==> config.mk <==
export PLATFORM = sky130hd
export DESIGN_NAME = sdram_axi_memtest_flat
export DESIGN_NICKNAME = d
export VERILOG_FILES = /design/src/rtl/sdram_axi_memtest_if.sv /design/src/rtl/sdram_axi_memtest.sv /design/src/flat_wrapper.sv
export SDC_FILE = /design/constraint.sdc
export NUM_CORES = 1
export LEC_CHECK = 0
export ABC_AREA = 0
export CAP_MARGIN = 40
export CORE_UTILIZATION = 30
export DETAILED_ROUTE_END_ITERATION = 12
export HOLD_SLACK_MARGIN = 0.05
export SLEW_MARGIN = 10
export SYNTH_ARGS = -nofsm -noshare
export SYNTH_HDL_FRONTEND = slang
export SYNTH_SLANG_ARGS = --single-unit
==> constraint.sdc <==
create_clock -name ACLK -period 3.8 [get_ports ACLK]
set_input_delay 0.95 -clock ACLK [delete_from_list [all_inputs] [get_ports ACLK]]
set_output_delay 0.95 -clock ACLK [all_outputs]
set_load 0.005 [all_outputs]
==> src/rtl/sdram_axi_memtest_if.sv <==
// AXI4 master port bundle used by the SDRAM memory tester.
// Master drives the request/payload side; slave drives the ready/response side.
interface sdram_axi_memtest_if;
    logic        awvalid;
    logic        awready;
    logic [31:0] awaddr;
    logic [7:0]  awlen;
    logic [2:0]  awsize;
    logic [1:0]  awburst;

    logic        wvalid;
    logic        wready;
    logic [31:0] wdata;
    logic [3:0]  wstrb;
    logic        wlast;

    logic        bvalid;
    logic        bready;
    logic [1:0]  bresp;

    logic        arvalid;
    logic        arready;
    logic [31:0] araddr;
    logic [7:0]  arlen;
    logic [2:0]  arsize;
    logic [1:0]  arburst;

    logic        rvalid;
    logic        rready;
    logic [31:0] rdata;
    logic [1:0]  rresp;
    logic        rlast;

    modport master (
        output awvalid, awaddr, awlen, awsize, awburst,
        input  awready,
        output wvalid, wdata, wstrb, wlast,
        input  wready,
        input  bvalid, bresp,
        output bready,
        output arvalid, araddr, arlen, arsize, arburst,
        input  arready,
        input  rvalid, rdata, rresp, rlast,
        output rready
    );

    modport slave (
        input  awvalid, awaddr, awlen, awsize, awburst,
        output awready,
        input  wvalid, wdata, wstrb, wlast,
        output wready,
        output bvalid, bresp,
        input  bready,
        input  arvalid, araddr, arlen, arsize, arburst,
        output arready,
        output rvalid, rdata, rresp, rlast,
        input  rready
    );
endinterface

==> src/rtl/sdram_axi_memtest.sv <==
// AXI4 burst memory tester: writes (addr ^ SEED) over a region, reads it back,
// and reports busy/done/pass, a saturating error count and the first failing address.
module sdram_axi_memtest #(
    parameter int unsigned BURST_LEN = 8,
    parameter logic [31:0] SEED      = 32'hA5A5_0000
) (
    input  logic                       ACLK,
    input  logic                       ARSTN,
    input  logic                       start,
    input  logic [31:0]                base_addr,
    input  logic [15:0]                num_bursts,
    output logic                       busy,
    output logic                       done,
    output logic                       pass,
    output logic [15:0]                err_count,
    output logic [31:0]                first_err_addr,
    sdram_axi_memtest_if.master        M00_AXI
);
    localparam logic [7:0]  LP_LAST        = 8'(BURST_LEN - 1);
    localparam logic [31:0] LP_BURST_BYTES = 32'(BURST_LEN * 4);

    typedef enum logic [2:0] {
        S_IDLE,
        S_WR_ADDR,
        S_WR_DATA,
        S_WR_RESP,
        S_RD_ADDR,
        S_RD_DATA,
        S_DONE
    } state_t;

    state_t      r_state;
    state_t      w_next;
    logic [31:0] r_base;
    logic [31:0] r_addr;
    logic [15:0] r_nbursts;
    logic [15:0] r_left;
    logic [7:0]  r_beat;
    logic [15:0] r_err_count;
    logic [31:0] r_first_err;

    logic        w_start_ok;
    logic [31:0] w_beat_addr;
    logic [31:0] w_pattern;
    logic        w_last_beat;
    logic        w_final_burst;
    logic        w_aw_hs;
    logic        w_w_hs;
    logic        w_b_hs;
    logic        w_ar_hs;
    logic        w_r_hs;
    logic        w_err_ev;
    logic [31:0] w_err_addr;

    always_comb begin
        w_start_ok    = start && (r_state == S_IDLE || r_state == S_DONE);
        w_beat_addr   = r_addr + {22'd0, r_beat, 2'b00};
        w_pattern     = w_beat_addr ^ SEED;
        w_last_beat   = (r_beat == LP_LAST);
        w_final_burst = (r_left == 16'd1);
        w_aw_hs       = (r_state == S_WR_ADDR) && M00_AXI.awready;
        w_w_hs        = (r_state == S_WR_DATA) && M00_AXI.wready;
        w_b_hs        = (r_state == S_WR_RESP) && M00_AXI.bvalid;
        w_ar_hs       = (r_state == S_RD_ADDR) && M00_AXI.arready;
        w_r_hs        = (r_state == S_RD_DATA) && M00_AXI.rvalid;

        // A read beat counts at most once even if data, response and rlast are all wrong
        w_err_ev   = 1'b0;
        w_err_addr = r_addr;
        if (w_b_hs && M00_AXI.bresp != 2'b00) begin
            w_err_ev = 1'b1;
        end
        if (w_r_hs && (M00_AXI.rdata != w_pattern || M00_AXI.rresp != 2'b00 ||
                       M00_AXI.rlast != w_last_beat)) begin
            w_err_ev   = 1'b1;
            w_err_addr = w_beat_addr;
        end
    end

    always_ff @(posedge ACLK or negedge ARSTN) begin
        if (!ARSTN) begin
            r_state <= S_IDLE;
        end else begin
            r_state <= w_next;
        end
    end

    always_comb begin
        w_next             = r_state;
        M00_AXI.awvalid    = 1'b0;
        M00_AXI.wvalid     = 1'b0;
        M00_AXI.bready     = 1'b0;
        M00_AXI.arvalid    = 1'b0;
        M00_AXI.rready     = 1'b0;
        case (r_state)
            S_IDLE, S_DONE: begin
                if (w_start_ok) begin
                    w_next = (num_bursts == 16'd0) ? S_DONE : S_WR_ADDR;
                end
            end
            S_WR_ADDR: begin
                M00_AXI.awvalid = 1'b1;
                if (w_aw_hs) w_next = S_WR_DATA;
            end
            S_WR_DATA: begin
                M00_AXI.wvalid = 1'b1;
                if (w_w_hs && w_last_beat) w_next = S_WR_RESP;
            end
            S_WR_RESP: begin
                M00_AXI.bready = 1'b1;
                if (w_b_hs) w_next = w_final_burst ? S_RD_ADDR : S_WR_ADDR;
            end
            S_RD_ADDR: begin
                M00_AXI.arvalid = 1'b1;
                if (w_ar_hs) w_next = S_RD_DATA;
            end
            S_RD_DATA: begin
                M00_AXI.rready = 1'b1;
                if (w_r_hs && w_last_beat) w_next = w_final_burst ? S_DONE : S_RD_ADDR;
            end
            default: w_next = S_IDLE;
        endcase

        // Payloads are forced to zero whenever their valid is low
        M00_AXI.awaddr  = M00_AXI.awvalid ? r_addr : '0;
        M00_AXI.araddr  = M00_AXI.arvalid ? r_addr : '0;
        M00_AXI.wdata   = M00_AXI.wvalid ? w_pattern : '0;
        M00_AXI.wlast   = M00_AXI.wvalid && w_last_beat;
        M00_AXI.awlen   = LP_LAST;
        M00_AXI.arlen   = LP_LAST;
        M00_AXI.awsize  = 3'b010;
        M00_AXI.arsize  = 3'b010;
        M00_AXI.awburst = 2'b01;
        M00_AXI.arburst = 2'b01;
        M00_AXI.wstrb   = 4'hF;
    end

    always_ff @(posedge ACLK or negedge ARSTN) begin
        if (!ARSTN) begin
            r_base      <= '0;
            r_addr      <= '0;
            r_nbursts   <= '0;
            r_left      <= '0;
            r_beat      <= '0;
            r_err_count <= '0;
            r_first_err <= '0;
        end else if (w_start_ok) begin
            r_base      <= base_addr;
            r_addr      <= base_addr;
            r_nbursts   <= num_bursts;
            r_left      <= num_bursts;
            r_beat      <= '0;
            r_err_count <= '0;
            r_first_err <= '0;
        end else begin
            if (w_w_hs || w_r_hs) begin
                r_beat <= w_last_beat ? 8'd0 : r_beat + 8'd1;
            end
            // After the last write burst the address rewinds to base for the read pass
            if (w_b_hs || (w_r_hs && w_last_beat)) begin
                if (w_final_burst) begin
                    r_addr <= r_base;
                    r_left <= r_nbursts;
                end else begin
                    r_addr <= r_addr + LP_BURST_BYTES;
                    r_left <= r_left - 16'd1;
                end
            end
            if (w_err_ev) begin
                if (r_err_count != 16'hFFFF) r_err_count <= r_err_count + 16'd1;
                if (r_err_count == 16'd0) r_first_err <= w_err_addr;
            end
        end
    end

    always_comb begin
        busy           = !(r_state == S_IDLE || r_state == S_DONE);
        done           = (r_state == S_DONE);
        pass           = done && (r_err_count == 16'd0);
        err_count      = r_err_count;
        first_err_addr = r_first_err;
    end
endmodule

==> src/flat_wrapper.sv <==
// flat-port wrapper written by rule: the top's interface ports become plain ports
module sdram_axi_memtest_flat 
#(
    parameter int unsigned BURST_LEN = 8,
    parameter logic [31:0] SEED      = 32'hA5A5_0000
)
  (ACLK, ARSTN, start, base_addr, num_bursts, busy, done, pass, err_count, first_err_addr, M00_AXI_awvalid, M00_AXI_awaddr, M00_AXI_awlen, M00_AXI_awsize, M00_AXI_awburst, M00_AXI_awready, M00_AXI_wvalid, M00_AXI_wdata, M00_AXI_wstrb, M00_AXI_wlast, M00_AXI_wready, M00_AXI_bvalid, M00_AXI_bresp, M00_AXI_bready, M00_AXI_arvalid, M00_AXI_araddr, M00_AXI_arlen, M00_AXI_arsize, M00_AXI_arburst, M00_AXI_arready, M00_AXI_rvalid, M00_AXI_rdata, M00_AXI_rresp, M00_AXI_rlast, M00_AXI_rready);
  sdram_axi_memtest_if M00_AXI_i ();
  input  logic ACLK;
  input  logic ARSTN;
  input  logic start;
  input  logic [31:0] base_addr;
  input  logic [15:0] num_bursts;
  output logic busy;
  output logic done;
  output logic pass;
  output logic [15:0] err_count;
  output logic [31:0] first_err_addr;
  output wire logic [$bits(M00_AXI_i.awvalid)-1:0] M00_AXI_awvalid;
  output wire logic [$bits(M00_AXI_i.awaddr)-1:0] M00_AXI_awaddr;
  output wire logic [$bits(M00_AXI_i.awlen)-1:0] M00_AXI_awlen;
  output wire logic [$bits(M00_AXI_i.awsize)-1:0] M00_AXI_awsize;
  output wire logic [$bits(M00_AXI_i.awburst)-1:0] M00_AXI_awburst;
  input wire logic [$bits(M00_AXI_i.awready)-1:0] M00_AXI_awready;
  output wire logic [$bits(M00_AXI_i.wvalid)-1:0] M00_AXI_wvalid;
  output wire logic [$bits(M00_AXI_i.wdata)-1:0] M00_AXI_wdata;
  output wire logic [$bits(M00_AXI_i.wstrb)-1:0] M00_AXI_wstrb;
  output wire logic [$bits(M00_AXI_i.wlast)-1:0] M00_AXI_wlast;
  input wire logic [$bits(M00_AXI_i.wready)-1:0] M00_AXI_wready;
  input wire logic [$bits(M00_AXI_i.bvalid)-1:0] M00_AXI_bvalid;
  input wire logic [$bits(M00_AXI_i.bresp)-1:0] M00_AXI_bresp;
  output wire logic [$bits(M00_AXI_i.bready)-1:0] M00_AXI_bready;
  output wire logic [$bits(M00_AXI_i.arvalid)-1:0] M00_AXI_arvalid;
  output wire logic [$bits(M00_AXI_i.araddr)-1:0] M00_AXI_araddr;
  output wire logic [$bits(M00_AXI_i.arlen)-1:0] M00_AXI_arlen;
  output wire logic [$bits(M00_AXI_i.arsize)-1:0] M00_AXI_arsize;
  output wire logic [$bits(M00_AXI_i.arburst)-1:0] M00_AXI_arburst;
  input wire logic [$bits(M00_AXI_i.arready)-1:0] M00_AXI_arready;
  input wire logic [$bits(M00_AXI_i.rvalid)-1:0] M00_AXI_rvalid;
  input wire logic [$bits(M00_AXI_i.rdata)-1:0] M00_AXI_rdata;
  input wire logic [$bits(M00_AXI_i.rresp)-1:0] M00_AXI_rresp;
  input wire logic [$bits(M00_AXI_i.rlast)-1:0] M00_AXI_rlast;
  output wire logic [$bits(M00_AXI_i.rready)-1:0] M00_AXI_rready;
  assign M00_AXI_awvalid = M00_AXI_i.awvalid;
  assign M00_AXI_awaddr = M00_AXI_i.awaddr;
  assign M00_AXI_awlen = M00_AXI_i.awlen;
  assign M00_AXI_awsize = M00_AXI_i.awsize;
  assign M00_AXI_awburst = M00_AXI_i.awburst;
  assign M00_AXI_i.awready = M00_AXI_awready;
  assign M00_AXI_wvalid = M00_AXI_i.wvalid;
  assign M00_AXI_wdata = M00_AXI_i.wdata;
  assign M00_AXI_wstrb = M00_AXI_i.wstrb;
  assign M00_AXI_wlast = M00_AXI_i.wlast;
  assign M00_AXI_i.wready = M00_AXI_wready;
  assign M00_AXI_i.bvalid = M00_AXI_bvalid;
  assign M00_AXI_i.bresp = M00_AXI_bresp;
  assign M00_AXI_bready = M00_AXI_i.bready;
  assign M00_AXI_arvalid = M00_AXI_i.arvalid;
  assign M00_AXI_araddr = M00_AXI_i.araddr;
  assign M00_AXI_arlen = M00_AXI_i.arlen;
  assign M00_AXI_arsize = M00_AXI_i.arsize;
  assign M00_AXI_arburst = M00_AXI_i.arburst;
  assign M00_AXI_i.arready = M00_AXI_arready;
  assign M00_AXI_i.rvalid = M00_AXI_rvalid;
  assign M00_AXI_i.rdata = M00_AXI_rdata;
  assign M00_AXI_i.rresp = M00_AXI_rresp;
  assign M00_AXI_i.rlast = M00_AXI_rlast;
  assign M00_AXI_rready = M00_AXI_i.rready;
  sdram_axi_memtest #(.BURST_LEN(BURST_LEN), .SEED(SEED)) u_core (.ACLK(ACLK), .ARSTN(ARSTN), .start(start), .base_addr(base_addr), .num_bursts(num_bursts), .busy(busy), .done(done), .pass(pass), .err_count(err_count), .first_err_addr(first_err_addr), .M00_AXI(M00_AXI_i));
endmodule
==> impl_metrics.toml <==
[timing]
skew_ns = 0.01024
setup_viol = 55
hold_viol = 0
finalCriticalPeriod_ns = 4.120
slew_violations = 0
fin_crit_sh_pct = 108.4
postLayoutSetupSlackWorst_ns = -0.3197
fmax_ghz = 0.2427
rsz0062_at_grt = "yes"
slew_headroom_pct = 39.02
tightest_slew_ns = 0.9147

[pwr]
total_power_mw = 9.604
p_leak_nw = 7.255
p_per_area_nw_per_um2 = 562.5
ir_drop_v = 0.0003700

[floorplan]
dieArea_um2 = 39050
initial_core_util_pct = 30.47
rows = 71
io_pins = 276
core_um2 = 37670
fp.dieH_um = 197.6
die_width_um = 197.6

[synthesis]
synthFlopType = "dfrtp_1"
async_reset_ff_share_pct = 100.0
synth_cell_types = 82
synthCells = 1500
synth_seq_cells = 155
synth_edf_count = 0
yosysSeqAreaShare_pct = 33.79
yosys_warnings = 0
syn_avg_cell_area_um2 = 7.652
syn_area_um2 = 11480

[setup_path]
slowest_delay_ns = 0.58
worst-path-buf-inv = 3
required_ns = 4.11
crit_fanout = 14
crit_type = "register to register"
cp_cell_sequence = "ha_2, inv_2, fa_2, nand2b_4, a211oi_4, buf_4, o211ai_1, or3_4, a221oi_2, nand4_1, or4b_4, o41a_4, buf_12, o21ai_1, a31oi_2"
cp_data_arrival_time_ns = 4.43
reg2reg_to = "u_core.first_err_addr[9]$_DFFE_PN0P_"
r2r_cells = 15
endpoint = "u_core.first_err_addr[9]$_DFFE_PN0P_"
cp.depth = 15
crit_slowest_cell = "or4b_4"
critPathTopFamily = "compound AO/OA/AOI/OAI gates"
critPathLaunch = "u_core.r_beat[0]$_DFFE_PN0P_"
cp-end-kind = "register"
rrSetupSlack_ns = -0.32
r2r-start = "u_core.r_beat[0]$_DFFE_PN0P_"
cp-start-kind = "register"

[global_route]
grt_pass1_wl_um = 73320
grt-ovfl-total = 0
grt_max_degree = 94
grt.total_usage_pct = 24.62
grt_pass1_vias = 12345
antenna_found_initial = 0

[cts]
clock_path_buffers = 2
clk_latency_ns = 0.45
cts_buffers = 17
clk_pin_slew_worst_paths_ns = 0.07
cts.sinks = 155
clockRootBuffer = "clkbuf_16"
htreeDepth = 4
cts_tree = "built"

[hold_path]
hp-class = "input pin to async pin"

[detailed_routing]
drt_wl_total_um = 49030
drt-initial-drc-count = 1187
dr_total_vias = 13070
wl_per_cell_um = 20.52
ant_nets = 0
drc = 0
drt-vias-per-instance = 5.471
first_pass_iters = 5

[place]
dpl_cell_area_um2 = 15420
hpwl_um = 35300
gp_congestion = 0.9446
numPortBuffers = 245
post-place-cells = 2311
dp_slack_ns = -0.3176

[run_status]
outcome = "finished, violations left"
violations = "negative setup slack"

[final_layout]
nNetsFinal = 1972
design_area_um2 = 17070
stdcell_count = 2389
drive_above_1_share_pct = 20.68
syn2layout_area_growth_pct = 48.74

[run]
maxCapViolations = 0
-- cell type report --
| cell class | count | area [um2] |
|---|---|---|
| flip-flops and latches | 155 | 3879 |
| clock buffers | 19 | 452.9 |
| fillers | 3767 | 20590 |
| repair buffers | 462 | 4283 |
| multi-input cells | 1203 | 7590 |
| clock inverters | 12 | 130.1 |
| inverters | 25 | 93.84 |
| diodes | 2 | 5.005 |
| well taps | 511 | 639.4 |
-- how the worst min path moves through the flow --
stage,startpoint,to,depth (start not counted)
finish,ARSTN,u_core.r_addr[0]$_DFFE_PN0P_,1
global route,ARSTN,u_core.r_addr[0]$_DFFE_PN0P_,1
CTS,ARSTN,u_core.r_base[0]$_DFFE_PN0P_,1
detailed placement,u_core.r_base[1]$_DFFE_PN0P_,u_core.r_base[1]$_DFFE_PN0P_,2
global placement,u_core.r_base[18]$_DFFE_PN0P_,u_core.r_base[18]$_DFFE_PN0P_,2
floorplan,u_core.r_base[14]$_DFFE_PN0P_,u_core.r_base[14]$_DFFE_PN0P_,2
-- metrics by stage --
step	hold WS, ns	setup TNS (ns)	utilization [%]
final	0.3909	-11.83	45.33
after global routing	0.3895	-17.93	45.31
after CTS	0.3913	-9.482	44.81
after detailed placement	0.4629	-11.52	40.93
after global placement	0.4572	-8.848	40.93
after floorplan	0.4405	-3.654	-
-- cells by family after synthesis --
logic type / Yosys count / synth area share (%)
AOI/OAI and AO/OA: 424 / 23.10
xor gates and xnor gates: 57 / 4.655
adders and majority gates: 15 / 1.700
buffers and inverters: 170 / 6.998
DFF: 155 / 33.79
muxes: 8 / 0.6977
other: 2 / 0.06543
and+or+nand+nor: 669 / 29.00
-- Yosys cell counts, drive strengths merged (3+ instances only) --
| cell | n | area share (%) |
|---|---|---|
| nor3 | 34 | 1.6 |
| a221o | 3 | 0.26 |
| nand4 | 27 | 1.5 |
| xnor2 | 27 | 2.1 |
| a32oi | 3 | 0.23 |
| o22ai | 15 | 0.82 |
| o21a | 4 | 0.26 |
| nand2 | 224 | 7.3 |
| a311oi | 11 | 0.84 |
| or4 | 7 | 0.46 |
| ha | 14 | 1.5 |
| nor4 | 16 | 0.93 |
| a2111oi | 8 | 0.61 |
| a21o | 6 | 0.39 |
| nor2 | 128 | 4.2 |
| nand2b | 11 | 0.60 |
| o31ai | 5 | 0.33 |
| o2111ai | 8 | 0.76 |
| nand3 | 45 | 2.0 |
| dfrtp | 155 | 34 |
| clkbuf | 94 | 3.1 |
| and2 | 69 | 3.8 |
| a21oi | 117 | 5.2 |
| buf | 51 | 3.1 |
| nor3b | 12 | 0.78 |
| o21ai | 147 | 6.4 |
| a211o | 9 | 0.69 |
| o22a | 4 | 0.31 |
| and3 | 21 | 1.1 |
| and4 | 13 | 0.99 |
| a21boi | 3 | 0.20 |
| and3b | 3 | 0.23 |
| or3 | 35 | 2.0 |
| xor2 | 28 | 2.1 |
| mux2i | 8 | 0.70 |
| o211a | 4 | 0.35 |
| a211oi | 13 | 0.94 |
| o211ai | 20 | 1.4 |
| a221oi | 3 | 0.23 |
| nor4b | 6 | 0.46 |
| or2 | 7 | 0.38 |
| nor2b | 7 | 0.38 |
| a31oi | 17 | 0.93 |
| inv | 25 | 0.82 |
| o221ai | 6 | 0.46 |
-- cells in the final DEF, fill, tap and decap left out, drive strengths merged, types with 9 or more instances in the layout --
| master | netlist | routed |
|---|---|---|
| buf | 51 | 226 |
| nand2 | 224 | 224 |
| clkdlybuf4s50 | 0 | 219 |
| dfrtp | 155 | 155 |
| o21ai | 147 | 147 |
| nor2 | 128 | 128 |
| a21oi | 117 | 117 |
| and2 | 69 | 69 |
| nand3 | 45 | 45 |
| or3 | 35 | 35 |
| nor3 | 34 | 34 |
| inv | 25 | 31 |
| conb | 2 | 30 |
| xor2 | 28 | 28 |
| nand4 | 27 | 27 |
| xnor2 | 27 | 27 |
| clkbuf | 94 | 26 |
| and3 | 21 | 21 |
| o211ai | 20 | 20 |
| a31oi | 17 | 17 |
| nor4 | 16 | 16 |
| o22ai | 15 | 15 |
| ha | 14 | 14 |
| and4 | 13 | 13 |
| a211oi | 13 | 13 |
| nor3b | 12 | 12 |
| a311oi | 11 | 11 |
| nand2b | 11 | 11 |
| a211o | 9 | 9 |
-- power breakdown --
part	internal (mW)	total [mW]	switching [mW]
sequential	2.20	2.79	0.584
combinational	2.19	5.07	2.88
clock	0.954	1.74	0.790
-- what timing repair did --
action,CTS,global route
hold buffers,0,0
hold endpoints to repair,0,0
endpoints found under the setup margin,72,73
pin swaps,38,39
setup buffers,35,8
cloned,6,0
resized for setup,172,61
-- registers in the layout, summed over array words and instances, names as in the netlist --
name / cells
u_core.r_nbursts: 16
u_core.r_left: 16
u_core.r_state: 3
u_core.err_count: 16
u_core.r_beat: 8
u_core.r_addr: 32
u_core.first_err_addr: 32
u_core.r_base: 32
-- worst reg2reg max path, cell delays in order, from the launching register on --
cell and delay (ns):
dfrtp_1 0.36, ha_2 0.19, inv_2 0.04, fa_2 0.36
nand2b_4 0.16, a211oi_4 0.31, buf_4 0.17, o211ai_1 0.12
or3_4 0.37, a221oi_2 0.26, nand4_1 0.15, or4b_4 0.58
o41a_4 0.50, buf_12 0.21, o21ai_1 0.15, a31oi_2 0.05
-- layer usage --
metal	GRT usage, %	wire (um)
met3	4.388	3416
met1	32.97	21210
met5	0	0
met2	39.24	22620
met4	9.475	1786
Power figures use the tool's default switching activity.
